===== config.mk =====
export PLATFORM = sky130hd
export DESIGN_NAME = spi_cmd_sequencer
export DESIGN_NICKNAME = d
export VERILOG_FILES = /design/src/rtl/spi_cmd_sequencer.sv
export SDC_FILE = /design/constraint.sdc
export NUM_CORES = 1
export LEC_CHECK = 0
export ABC_AREA = 0
export BUFFER_PORTS_ARGS = -buffer_cell sky130_fd_sc_hd__buf_2
export CORE_AREA = 4 4 169 171
export DETAILED_ROUTE_END_ITERATION = 8
export DIE_AREA = 0 0 173 175
export PLACE_DENSITY_LB_ADDON = 0.2
export REMOVE_ABC_BUFFERS = 1
export SYNTH_ARGS = -nofsm -noshare
export SYNTH_HDL_FRONTEND = slang
export SYNTH_SLANG_ARGS = --single-unit
export TNS_END_PERCENT = 1

===== constraint.sdc =====
create_clock -name clk -period 19.1 [get_ports clk]
set_input_delay 2.865 -clock clk [delete_from_list [all_inputs] [get_ports clk]]
set_output_delay 2.865 -clock clk [all_outputs]
set_load 0.01 [all_outputs]

===== src/rtl/spi_cmd_sequencer.sv =====
// Builds 17-byte SPI command frames (16 chars + arg), decodes them and drives ADC chip-selects and LEDs.
// Outputs, cmd_done and cmd_err update on the edge that ends EXEC, two cycles after the arg byte.
module spi_cmd_sequencer #(
    parameter int N_ADC   = 18,
    parameter int N_LED   = 35,
    parameter int CMD_LEN = 16,
    parameter int TIMEOUT = 1024
) (
    input  logic             clk,
    input  logic             rst,
    input  logic             rx_valid,
    input  logic [7:0]       rx_data,
    input  logic             frame_abort,
    output logic [N_ADC-1:0] adc_ncs,
    output logic [N_LED-1:0] gleds,
    output logic [N_LED-1:0] rleds,
    output logic             busy,
    output logic             cmd_done,
    output logic [1:0]       cmd_err,
    output logic             rx_overrun
);
    localparam int CW = $clog2(CMD_LEN + 1);
    localparam int TW = $clog2(TIMEOUT);
    localparam int RW = 8 * CMD_LEN;

    localparam logic [RW-1:0] SPACES          = {CMD_LEN{8'h20}};
    localparam logic [RW-1:0] C_ADC_SEL       = "      adc_select";
    localparam logic [RW-1:0] C_ADC_UNSEL     = "    adc_unselect";
    localparam logic [RW-1:0] C_ADC_UNSEL_ALL = "adc_unselect_all";
    localparam logic [RW-1:0] C_RLED_ON       = "         rled_on";
    localparam logic [RW-1:0] C_RLED_OFF      = "        rled_off";
    localparam logic [RW-1:0] C_GLED_ON       = "         gled_on";
    localparam logic [RW-1:0] C_GLED_OFF      = "        gled_off";
    localparam logic [RW-1:0] C_ADC_RESET     = "   adc_ncs_reset";
    localparam logic [RW-1:0] C_RLED_RESET    = "  red_leds_reset";
    localparam logic [RW-1:0] C_GLED_RESET    = "green_leds_reset";

    typedef enum logic [1:0] {IDLE, CMD, ARG, EXEC} state_t;

    state_t           state_q, state_d;
    logic [RW-1:0]    cmd_q, cmd_d;
    logic [7:0]       arg_q, arg_d;
    logic [CW-1:0]    cnt_q, cnt_d;
    logic [TW-1:0]    tmo_q, tmo_d;
    logic [N_ADC-1:0] adc_q, adc_d;
    logic [N_LED-1:0] gled_q, gled_d;
    logic [N_LED-1:0] rled_q, rled_d;
    logic             done_q, done_d;
    logic [1:0]       err_q, err_d;
    logic             ovr_q, ovr_d;

    logic [6:0] ch;
    logic       ch_ok, led_ok, abort_w;

    assign ch      = arg_q[7:1];
    assign ch_ok   = int'(ch) < N_ADC;
    assign led_ok  = int'(arg_q) < N_LED;
    // An inter-byte stall that runs out the timer is handled exactly like NCS going high.
    assign abort_w = frame_abort || (tmo_q == TW'(TIMEOUT - 1));

    always_comb begin
        state_d = state_q;
        cmd_d   = cmd_q;
        arg_d   = arg_q;
        cnt_d   = cnt_q;
        tmo_d   = '0;
        adc_d   = adc_q;
        gled_d  = gled_q;
        rled_d  = rled_q;
        done_d  = 1'b0;
        err_d   = err_q;
        ovr_d   = 1'b0;
        case (state_q)
            IDLE: begin
                if (rx_valid && !frame_abort) begin
                    cmd_d   = {cmd_q[RW-9:0], rx_data};
                    cnt_d   = CW'(1);
                    state_d = CMD;
                end
            end
            CMD, ARG: begin
                tmo_d = tmo_q + TW'(1);
                if (abort_w) begin
                    state_d = IDLE;
                    cnt_d   = '0;
                    tmo_d   = '0;
                    done_d  = 1'b1;
                    err_d   = 2'd3;
                end else if (rx_valid) begin
                    tmo_d = '0;
                    if (state_q == CMD) begin
                        cmd_d = {cmd_q[RW-9:0], rx_data};
                        cnt_d = cnt_q + CW'(1);
                        if (cnt_q + CW'(1) == CW'(CMD_LEN)) begin
                            state_d = ARG;
                        end
                    end else begin
                        arg_d   = rx_data;
                        cnt_d   = '0;
                        state_d = EXEC;
                    end
                end
            end
            EXEC: begin
                state_d = IDLE;
                done_d  = 1'b1;
                err_d   = 2'd0;
                ovr_d   = rx_valid && !frame_abort;
                case (cmd_q)
                    C_ADC_SEL:       if (ch_ok)  adc_d  = ~(N_ADC'(1) << ch);               else err_d = 2'd2;
                    C_ADC_UNSEL:     if (ch_ok)  adc_d  = adc_q | (N_ADC'(1) << ch);        else err_d = 2'd2;
                    C_ADC_UNSEL_ALL:             adc_d  = '1;
                    C_RLED_ON:       if (led_ok) rled_d = rled_q | (N_LED'(1) << arg_q);    else err_d = 2'd2;
                    C_RLED_OFF:      if (led_ok) rled_d = rled_q & ~(N_LED'(1) << arg_q);   else err_d = 2'd2;
                    C_GLED_ON:       if (led_ok) gled_d = gled_q | (N_LED'(1) << arg_q);    else err_d = 2'd2;
                    C_GLED_OFF:      if (led_ok) gled_d = gled_q & ~(N_LED'(1) << arg_q);   else err_d = 2'd2;
                    C_ADC_RESET:                 adc_d  = '1;
                    C_RLED_RESET:                rled_d = '0;
                    C_GLED_RESET:                gled_d = '0;
                    default:                     err_d  = 2'd1;
                endcase
            end
            default: state_d = IDLE;
        endcase
    end

    always_ff @(posedge clk or posedge rst) begin
        if (rst) begin
            state_q <= IDLE;
            cmd_q   <= SPACES;
            arg_q   <= '0;
            cnt_q   <= '0;
            tmo_q   <= '0;
            adc_q   <= '1;
            gled_q  <= '0;
            rled_q  <= '0;
            done_q  <= 1'b0;
            err_q   <= 2'd0;
            ovr_q   <= 1'b0;
        end else begin
            state_q <= state_d;
            cmd_q   <= cmd_d;
            arg_q   <= arg_d;
            cnt_q   <= cnt_d;
            tmo_q   <= tmo_d;
            adc_q   <= adc_d;
            gled_q  <= gled_d;
            rled_q  <= rled_d;
            done_q  <= done_d;
            err_q   <= err_d;
            ovr_q   <= ovr_d;
        end
    end

    assign adc_ncs    = adc_q;
    assign gleds      = gled_q;
    assign rleds      = rled_q;
    assign busy       = (state_q == EXEC);
    assign cmd_done   = done_q;
    assign cmd_err    = err_q;
    assign rx_overrun = ovr_q;
endmodule


==> results.cfg <==
[timing]
worstMarginPinSlew_ns = 1.25
rsz0062_at_grt = no
hold_violations = 0
fin_crit_sh_pct = 26.2
drv_slew = 0
setup_viol = 0
relSlewSlack_pct = 16.4
setup-tns-final_ns = 0
clock-skew-final_ns = 0.0124
max_freq_mhz = 200
fin_ws_ns = 14.10
period_needed_ns = 5.00

[route]
drc = 0
via_per_inst = 6.29
wire_per_inst_um = 21.7
drt_wl_total_um = 35600
drtIter0Drc = 933
num_vias = 10299
ant_nets = 0
drtPass1Iterations = 5

[synth]
synth_edf_count = 0
yosysSeqAreaShare_pct = 48.1
synth_top_area_cell = dfrtp_1
synth_cell_types = 72
ys_warn_count = 0
ys_ff_latch = 245
syn_avg_cell_area_um2 = 10.7
synth_area_mm2 = 0.0128
synthFlopType = dfrtp_1
syn_inst = 1202
async_reset_ff_share_pct = 100
synth_top_area_share_pct = 41.2
synth.area.top_cells = dfrtp_1, mux2_2, dfstp_2

[setup_path]
start_kind = input pin
cp_data_required_time_ns = 19.53
path_buf_inv = 3
crit_path_cell_trace = buf_2, inv_1, o41ai_1, o21ai_0, and3_4, buf_4, mux2_2
worst_ep_arrival_time_ns = 5.43
r2r_start = cmd_q[80]
slowest_stage = and3_4
slowest_delay_ns = 0.78
cp_max_fo = 65
rr_endpoint = adc_ncs[8]
endpoint_kind = flip-flop
path_depth = 7
ff2ff_path_depth = 6
rrSetupSlack_ns = 15.27
critical_path_class = in2reg
path_delay_family = buffers and inverters

[finish]
nets = 1292
layout_commonest_cell = dfrtp_1
drive_gt1_share_pct = 27.4
finalInstanceArea_mm2 = 0.0145
final_cell_mix = dfrtp_1, mux2_2, buf_2, nor2_1, nand3_1
diodes = 0
area_delta_synth_final_pct = 13.3

[placed_design]
routabilityCongestion = 0.895
pre_cts_slack_ns = 13.55
io_buffer_count = 104
place_area_mm2 = 0.0136
hpwl_um = 24200

[run]
cap_violations = 0

[clocking]
postCtsSetupRepairBufs = 0
cts_buffer_depth = 3
cts_sinks = 245
cts_buffers = 28
htree_levels = 1
cts.clk_slew.worst_paths_ns = 0.06
post_cts_resized = 0
cts_tree = built
root_buffer = clkbuf_16
cts_hold_buf = 0
clk_latency_ns = 0.55

[grt]
grt_pass1_vias = 9930
grt_pass1_wl_um = 57200
grt_start_max_net_pins = 91
grt_use_total_pct = 23.0
antenna_found_initial = 0
grt.overflow.total = 0

[floorplanning]
ios = 105
rows = 60
fp.dieH_um = 175
die_w_um = 173
core_mm2 = 0.0269
die_area_mm2 = 0.0303
initial_core_util_pct = 47.7

[status]
status = finished clean

[pwr]
ir_drop_mv = 0.100
pwr_density_cell_mw_per_mm2 = 138
power_mw = 2.01
p_leak_nw = 6.12

[worst_hold_path]
hold_depth = 1
hold_end = rleds[19]
hold_class = reg2reg
min_from = rleds[19]
==> stage by stage <==
stage	cells	util [%]	hold WS [ns]
final	1638	54.1	0.486
after global routing	1638	54.1	0.519
after CTS	1638	54.1	0.492
after detailed placement	1586	50.6	0.471
after global placement	1586	50.6	0.475
after floorplan	1128	-	0.447
==> cell families (layout without fill, tap and decap cells) <==
family                     after synthesis  after routing  share of synthesized area, %
adders and majority gates                5              5                         0.488
and+or+nand+nor                        434            434                          20.3
xor gates and xnor gates                 8              8                         0.546
AOI/OAI and AO/OA                      212            212                          12.2
buffers and inverters                  133            228                          4.12
muxes                                  165            165                          14.2
DFF                                    245            245                          48.1
==> worst max path at each step <==
| stage | slack [ns] | from | end |
|---|---|---|---|
| 4_1_cts | 14.12 | rst | cmd_q[63] |
| 6_report | 14.10 | frame_abort | cmd_q[43] |
| 5_1_grt | 13.81 | rst | cmd_q[78] |
| 3_3_place_gp | 13.58 | rst | cmd_q[62] |
| 3_5_place_dp | 13.55 | rst | cmd_q[72] |
| 2_1_floorplan | 9.56 | rst | arg_q[0] |
==> state kept, by name, indices dropped and copies added, names as in the netlist <==
| name | cells |
|---|---|
| state_q | 2 |
| cmd_done | 1 |
| cmd_q | 128 |
| rleds | 35 |
| tmo_q | 10 |
| gleds | 35 |
| arg_q | 8 |
| cnt_q | 5 |
| adc_ncs | 18 |
| cmd_err | 2 |
| rx_overrun | 1 |
==> power breakdown <==
group | total [mW] | internal, mW | switching (mW)
combinational | 0.591 | 0.289 | 0.302
clock | 0.542 | 0.318 | 0.224
sequential | 0.874 | 0.670 | 0.204
==> metal layers <==
metal	up-vias	share of wire [%]	wire length, um	global-route usage (%)
li1	4732	-	-	-
met5	-	0	0	0
met3	63	5.7	2020	3.72
met2	334	46	16300	36.1
met1	5170	46	16400	33.2
met4	0	2.6	921	6.25
==> synthesized netlist by cell type (all sizes together), types with 28 or more instances <==
library cell	number
mux2i	28
mux2	137
nand3	69
o32ai	34
dfrtp	211
nor4	41
o21ai	56
nand2	51
inv	59
dfstp	34
clkbuf	63
nand4	35
nor2	71
==> layout make-up <==
type,instances,area [um2]
inverters,59,229
multi-input cells,824,6150
well taps,341,427
clock inverters,16,153
fillers,2422,12300
repair buffers,117,618
flip-flops and latches,245,6170
clock buffers,36,782
Power figures use the tool's default switching activity.
